File: config.mk
export PLATFORM = sky130hd
export DESIGN_NAME = prim_clock_gate_ctrl
export DESIGN_NICKNAME = d
export VERILOG_FILES = /design/src/rtl/prim_clock_gate_ctrl.sv
export SDC_FILE = /design/constraint.sdc
export NUM_CORES = 1
export LEC_CHECK = 0
export ABC_CLOCK_PERIOD_IN_PS = 2000
export BUFFER_PORTS_ARGS = -buffer_cell sky130_fd_sc_hd__buf_2
export CAP_MARGIN = 25
export CORE_UTILIZATION = 52
export DETAILED_ROUTE_END_ITERATION = 10
export GPL_TIMING_DRIVEN = 0
export PLACE_DENSITY = 0.7
export SLEW_MARGIN = 20
export SYNTH_ARGS = -nofsm -noshare
export SYNTH_HDL_FRONTEND = slang
export SYNTH_SLANG_ARGS = --single-unit
File: constraint.sdc
create_clock -name clk_i -period 2 [get_ports clk_i]
set_clock_uncertainty 0.1 [all_clocks]
set_input_delay 0.6 -clock clk_i [delete_from_list [all_inputs] [get_ports clk_i]]
set_output_delay 0.6 -clock clk_i [all_outputs]
set_load 0.01 [all_outputs]
File: src/rtl/prim_clock_gate_ctrl.sv
// Purpose: idle-driven clock-gate enable controller (ON -> WAIT_IDLE -> OFF -> WAKE -> ON).
// Latency: all outputs are flops loaded from next state; en_o changes on the edge the FSM enters/leaves OFF.
// Backpressure: none; req_en_i aborts gating immediately from WAIT_IDLE, is ignored during WAKE.
module prim_clock_gate_ctrl #(
  parameter int unsigned IdleCycles = 4,
  parameter int unsigned WakeCycles = 2
) (
  input  logic clk_i,
  input  logic rst_ni,
  input  logic req_en_i,
  input  logic idle_i,
  output logic en_o,
  output logic status_o,
  output logic busy_o
);

  // Terminal counter values; legal parameter range 1..255 keeps these within 8 bits.
  localparam logic [7:0] IdleLast = 8'(IdleCycles - 1);
  localparam logic [7:0] WakeLast = 8'(WakeCycles - 1);
  localparam logic [7:0] CntMax   = 8'hFF;

  typedef enum logic [1:0] {
    ST_ON        = 2'd0,
    ST_WAIT_IDLE = 2'd1,
    ST_OFF       = 2'd2,
    ST_WAKE      = 2'd3
  } state_e;

  state_e     state_q, state_d;
  logic [7:0] idle_cnt_q, idle_cnt_d;
  logic [7:0] wake_cnt_q, wake_cnt_d;
  logic       en_d, status_d, busy_d;

  // Next-state and counter update; counters clear whenever a new state is entered.
  always_comb begin
    state_d    = state_q;
    idle_cnt_d = idle_cnt_q;
    wake_cnt_d = wake_cnt_q;

    unique case (state_q)
      ST_ON: begin
        // Dropping the request never gates directly: idle must be proven first.
        if (!req_en_i) begin
          state_d = ST_WAIT_IDLE;
        end
      end

      ST_WAIT_IDLE: begin
        if (req_en_i) begin
          // Abort wins over a simultaneous final idle sample.
          state_d    = ST_ON;
          idle_cnt_d = 8'd0;
        end else if (idle_i) begin
          if (idle_cnt_q == IdleLast) begin
            state_d = ST_OFF;
          end else if (idle_cnt_q != CntMax) begin
            idle_cnt_d = idle_cnt_q + 8'd1;
          end
        end else begin
          // Any busy sample restarts the consecutive-idle run.
          idle_cnt_d = 8'd0;
        end
      end

      ST_OFF: begin
        if (req_en_i) begin
          state_d = ST_WAKE;
        end
      end

      ST_WAKE: begin
        // Clock is already running; hold off ON until the gated domain has settled.
        if (wake_cnt_q == WakeLast) begin
          state_d = ST_ON;
        end else if (wake_cnt_q != CntMax) begin
          wake_cnt_d = wake_cnt_q + 8'd1;
        end
      end

      default: begin
        state_d = ST_ON;
      end
    endcase

    if (state_d != state_q) begin
      idle_cnt_d = 8'd0;
      wake_cnt_d = 8'd0;
    end
  end

  // Output decode from next state so the registered outputs track the state register exactly.
  always_comb begin
    en_d     = (state_d != ST_OFF);
    status_d = (state_d == ST_ON);
    busy_d   = (state_d == ST_WAIT_IDLE) || (state_d == ST_WAKE);
  end

  // State and counter registers; reset lands in ON with counters cleared.
  always_ff @(posedge clk_i or negedge rst_ni) begin
    if (!rst_ni) begin
      state_q    <= ST_ON;
      idle_cnt_q <= 8'd0;
      wake_cnt_q <= 8'd0;
    end else begin
      state_q    <= state_d;
      idle_cnt_q <= idle_cnt_d;
      wake_cnt_q <= wake_cnt_d;
    end
  end

  // Output flops; async reset raises en_o at once even if the FSM was in OFF or WAKE.
  always_ff @(posedge clk_i or negedge rst_ni) begin
    if (!rst_ni) begin
      en_o     <= 1'b1;
      status_o <= 1'b1;
      busy_o   <= 1'b0;
    end else begin
      en_o     <= en_d;
      status_o <= status_d;
      busy_o   <= busy_d;
    end
  end

  // Output consistency: gated clock implies neither ON nor transitional, and ON excludes busy.
  always_ff @(posedge clk_i) begin
    if (rst_ni) begin
      assert (en_o || (!status_o && !busy_o));
      assert (!(status_o && busy_o));
    end
  end

endmodule

# Word level (Yosys, flattened, before mapping)
# Cells that the tools add are included.
[totals]
regBits = 21
input_bits = 4
out_inout_bits = 3
word_cells = 47
[op_classes]
add_sub_neg = 2
n_eq_ne = 14
mux = 17
n_reduce_logical = 8
[op_table]
columns = ["cell", "count"]
rows = [
  ["$mux 8", 10],
  ["$add 8x1->8 const B", 2],
  ["$ne 8x8->1 const B", 2],
  ["$mux 2", 6],
  ["$eq 8x1->1 const B", 1],
  ["$eq 8x2->1 const B", 1],
  ["$pmux 2 s4", 1],
  ["$eq 2x2->1 const B", 3],
  ["$reduce_and 3->1", 2],
  ["$reduce_bool 2->1", 3],
  ["$eq 2x1->1 const B", 2],
  ["$logic_not 2->1", 2],
  ["$ne 4x2->1 const B", 1],
  ["$ne 4x3->1 const B", 1],
  ["$ne 2x1->1 const B", 1],
  ["$ne 2x2->1", 1],
  ["$ne 2x2->1 const B", 1],
  ["$logic_or 1x1->1", 1],
]

# Longest topological paths before layout
[logic_depth]
ltp_word = 8
ltp_mapped = 7
mapped_depth_nobuf = 6

# Worst setup path before layout
# OpenSTA, ideal clock, no wires.
[synth_timing]
path_type = "register -> register"
from = "reg wake_cnt_q[1]"
to = "reg idle_cnt_q[6]"
setup_time_ps = 134
t_arrival_ps = 1591
required_time_ps = 1766
slack_ps = 175
path_stages_with_launch = 8
n_path_buf = 1
period_less_slack_ps = 1825
path_cell_list = "dfrtp_1 -> inv_1 -> ha_1 -> nor3b_1 -> a311oi_1 -> a221oi_4 -> buf_6 -> a31oi_1"
[synth_via]
elab_chain_len = 6
word_cells_on_any_way = 9
classes_between = "eq/ne (4); mux (3); reduce/logical (2)"
[synth_rtl]
columns = ["item", "line", "source"]
rows = [
  ["start: declaration", "31", "logic [7:0] wake_cnt_q, wake_cnt_d;"],
  ["start signal: assignment", "107", "wake_cnt_q <= wake_cnt_d;"],
  ["$eq 8x1->1 (*)", "73", "if (wake_cnt_q == WakeLast) begin"],
  ["$mux 2 (*)", "73", ""],
  ["$pmux 2 s4 (*)", "40", "unique case (state_q)"],
  ["$ne 2x2->1 (*)", "85", "if (state_d != state_q) begin"],
  ["$ne 4x2->1 (no source line), or another cell as far along", "-", ""],
  ["$reduce_and 3->1 (no source line)", "-", ""],
  ["end signal: assignment", "106", "idle_cnt_q <= idle_cnt_d;"],
  ["end: declaration", "30", "logic [7:0] idle_cnt_q, idle_cnt_d;"],
]
# Mark *: on every way between the ends. The rest lies on a longest branch, timed or not.
# A chain may end at the register's enable or synchronous reset.

# Worst setup path in the final report
[layout_timing]
from = "reg idle_cnt_q[2]"
to = "reg idle_cnt_q[0]"
[layout_via]
elab_chain_len = 8
word_cells_on_any_way = 12
classes_between = "eq/ne (5); mux (5); reduce/logical (2)"
[layout_rtl]
columns = ["item", "line", "source"]
rows = [
  ["$eq 8x2->1", "54", "if (idle_cnt_q == IdleLast) begin"],
  ["$mux 2", "54", ""],
  ["$mux 2", "53", "end else if (idle_i) begin"],
  ["$mux 2", "49", "if (req_en_i) begin"],
  ["$pmux 2 s4", "40", ""],
  ["$ne 2x2->1", "85", ""],
  ["$ne 4x2->1 (no source line), or another cell as far along", "-", ""],
  ["$reduce_and 3->1 (no source line)", "-", ""],
]
# Parallel ways exist; a longest one is shown, timed or not.

==> metrics.csv <==
stage,metric,value,unit
finish,n_diodes,0,
setup_path,critical path arrival,2.05,ns
placement,RePlAce Congestion,0.823,
detailed_routing,via/cell ratio,6.24,
finish,Final nets,167,
finish,Fillers,205,
cts,CTS Hold Buffers Added,0,
yosys,ys flop type,dfrtp_1,
cts,htree depth,1,
cts,clock buffer depth,2,
placement,count of buffers from port buffering,6,
floorplanning,I/O pins,7,
floorplanning,Initial Util,0.546,
yosys,Mapped Cells,145,
timing,headroom to the max-slew limit,0.691,
global_routing,global-route usage over all layers,0.224,
yosys,"Seq/Total Area, Yosys",0.394,
yosys,Post-Syn Nets,152,
timing,Final Cycle Share,0.961,
setup_path,Crit Reg-Reg Startpoint,idle_cnt_q[2]$_DFFE_PN0P_,
floorplanning,die outline area,2780,µm²
detailed_routing,final wirelength,2.95,mm
global_routing,initial antenna violation count,0,
finish,Finished Core Util,0.611,
detailed_routing,ANT nets after route,0,
setup_path,Worst setup EP type,flop,
global_routing,largest net degree at the start of global routing,22,
placement,Area after DPL,1410,µm²
finish,design area,1500,µm²
setup_path,CP Class,flop to flop,
finish,FF+latch area,528,µm²
timing,Final min period,1.92,ns
finish,share of post-route cells with drive strength above 1,0.201,
power_and_ir_drop,VDD IR-drop max,0.769,mV
global_routing,number of global-route vias before repair,1040,
yosys,syn avg cell area,9.24,µm²
setup_path,CP Launch Point,idle_cnt_q[2]$_DFFE_PN0P_,
yosys,Seq cells post-synth,21,
floorplanning,Die H,52.8,µm
hold_path,Hold WC Path Type,input pin to asynchronous set/reset pin,
yosys,count of cell types in the netlist,48,
power_and_ir_drop,Seq pwr share,0.424,
power_and_ir_drop,P_leak,0.000593,µW
yosys,Post-Syn Area,1340,µm²
floorplanning,FP Rows,18,
detailed_routing,starting DRC count in detailed routing,25,
setup_path,peak fanout along the critical path,9,
yosys,Post-synth EDFFs,0,
power_and_ir_drop,P_int,765,µW
flow_run,maxcap violations,0,
timing,Worst Tran Pin Value,0.463,ns
detailed_routing,drt pass-1 iters,4,
power_and_ir_drop,clock network power share,0.175,
setup_path,nature of the critical path startpoint,flop,
finish,area of the multi-input gates,791,µm²
finish,Layout area overhead,12.0,%
global_routing,first-pass GRT wire length,4.58,mm
floorplanning,Die X-Extent,52.8,µm
power_and_ir_drop,Power Dens Cells,833,nW/µm²
cts,"Clk Latency, worst-skew pair",0.31,ns
detailed_routing,via count,1179,
timing,pins over their slew limit,0,
power_and_ir_drop,NetSw,485,µW
timing,setup_tns,0,ns
setup_path,critical path required time,2.13,ns
power_and_ir_drop,combinational cell fraction of total power,0.401,
power_and_ir_drop,switch share,0.388,
cts,Clock Sinks,21,
cts,CTS tree,yes,
yosys,YS warnings,0,
timing,Final Hold Fails,0,
cts,Clock transition at path regs,0.13,ns
placement,Post-DP HPWL,2.00,mm
cts,Root Buffer,clkbuf_4,
timing,Max Clk Rate,520,MHz
status,status,finished clean,
timing,Final Setup Violations,0,
yosys,async set-reset flop share out of synthesis,1.00,
detailed_routing,per-cell routed wire length,15.6,µm
detailed_routing,DRC,0,
global_routing,total gr overflow,0,
cts,number of CTS-inserted buffers,3,
floorplanning,CORE AREA,2450,µm²
-- worst max-delay path: stages, from the launching register on --
cell and delay [ns]:
dfrtp_1 0.40, buf_6 0.14, or4_4 0.56, o22ai_4 0.26
nand3_2 0.11, a311oi_2 0.27
-- cells by family after synthesis --
logic type / after synthesis / share of synthesized area
simple gates: 70 / 0.300
xor+xnor: 3 / 0.0196
flops: 21 / 0.394
compound gates: 37 / 0.209
buf+inv: 10 / 0.0420
mux: 1 / 0.00747
fa+ha+maj: 3 / 0.0280
-- placed cells by master, fill, tap and decap left out, drive strengths merged, types with 4 or more instances in the layout --
| cell type | netlist | final |
|---|---|---|
| nand2 | 14 | 14 |
| nor2 | 9 | 9 |
| a31oi | 8 | 8 |
| or3 | 5 | 5 |
| dfrtp | 19 | 19 |
| buf | 6 | 16 |
| or4 | 4 | 4 |
| nor3 | 4 | 4 |
| o21ai | 9 | 9 |
| a21oi | 5 | 5 |
| nand3 | 7 | 7 |
| nand4 | 9 | 9 |
-- metrics by stage --
step | cells | worst slack (ns) | hold WS, ns | power [µW]
final | 189 | 0.0774 | 0.116 | 1250
after global placement | 181 | -0.0794 | 0.475 | 956
after detailed placement | 181 | -0.102 | 0.468 | 968
after global routing | 189 | -0.0110 | 0.160 | 1330
after CTS | 187 | 0.0861 | 0.144 | 1220
after floorplan | 145 | 0.175 | 0.204 | 844
-- repair_timing --
item / in CTS / in global routing
buffers inserted: 2 / 2
resized for setup: 1 / 4
pin swaps: 1 / 2
setup endpoints to repair: 10 / 16
-- registers in the layout, summed over array words and instances, names as in the netlist --
name	flops
idle_cnt_q	8
wake_cnt_q	8
state_q	2
busy_o	1
en_o	1
status_o	1
-- synth_stat cells (2+ instances only) --
cell	count	area, µm²
a311oi_1	2	17.5
and3_1	3	18.8
o311ai_1	2	17.5
nand2b_1	2	12.5
inv_1	2	7.51
nor2b_1	2	12.5
o21ai_1	3	15.0
o21ai_0	6	30.0
buf_6	2	22.5
a31oi_1	8	50.1
nor3_1	4	20.0
a21oi_1	5	25.0
or4_1	3	22.5
ha_1	3	37.5
nor4_2	2	25.0
xor2_1	2	17.5
or3_1	5	31.3
nor2_1	9	33.8
nand3_1	6	30.0
dfrtp_1	19	475
o211ai_1	3	22.5
dfstp_2	2	52.6
buf_2	3	15.0
nand2_1	14	52.6
nand4_1	9	56.3
and2_1	2	12.5
-- power by group through the flow --
stage	clock network [µW]	registers, µW	logic, µW
global placement	0	536	420
floorplan	0	535	309
CTS	218	530	470
detailed placement	0	537	431
global route	235	540	558
finish	218	530	501
-- layer usage --
metal,vias up,routed length (µm),track usage
li1,585,-,-
met1,567,1370,0.297
met2,25,1470,0.384
met3,2,89,0.0261
met4,0,13,0.0526
met5,-,0,0
-- area by class of cell --
| cell class | instances | share of cell area |
|---|---|---|
| multi-input cells | 114 | 0.527 |
| flip-flops and latches | 21 | 0.352 |
| repair buffers | 10 | 0.0400 |
| plain buffers | 6 | 0.0275 |
| well taps | 30 | 0.0250 |
| clock buffers | 3 | 0.0150 |
| inverters | 4 | 0.0100 |
| clock inverters | 1 | 0.00334 |
-- final timing paths --
kind                            cells after the start                        end  slack, ns
worst max-delay path                                5  idle_cnt_q[0]$_DFFE_PN0P_       0.08
worst min-delay path                                1           busy_o$_DFF_PN0_       0.12
worst max register to register                      5  idle_cnt_q[0]$_DFFE_PN0P_       0.08
worst min register to register                      2  wake_cnt_q[0]$_DFFE_PN0P_       0.53
max in group asynchronous                           1             en_o$_DFF_PN1_       1.34
min in group clk_i                                  2             en_o$_DFF_PN1_       0.38
No activity file was read; power rests on OpenSTA's default activity.
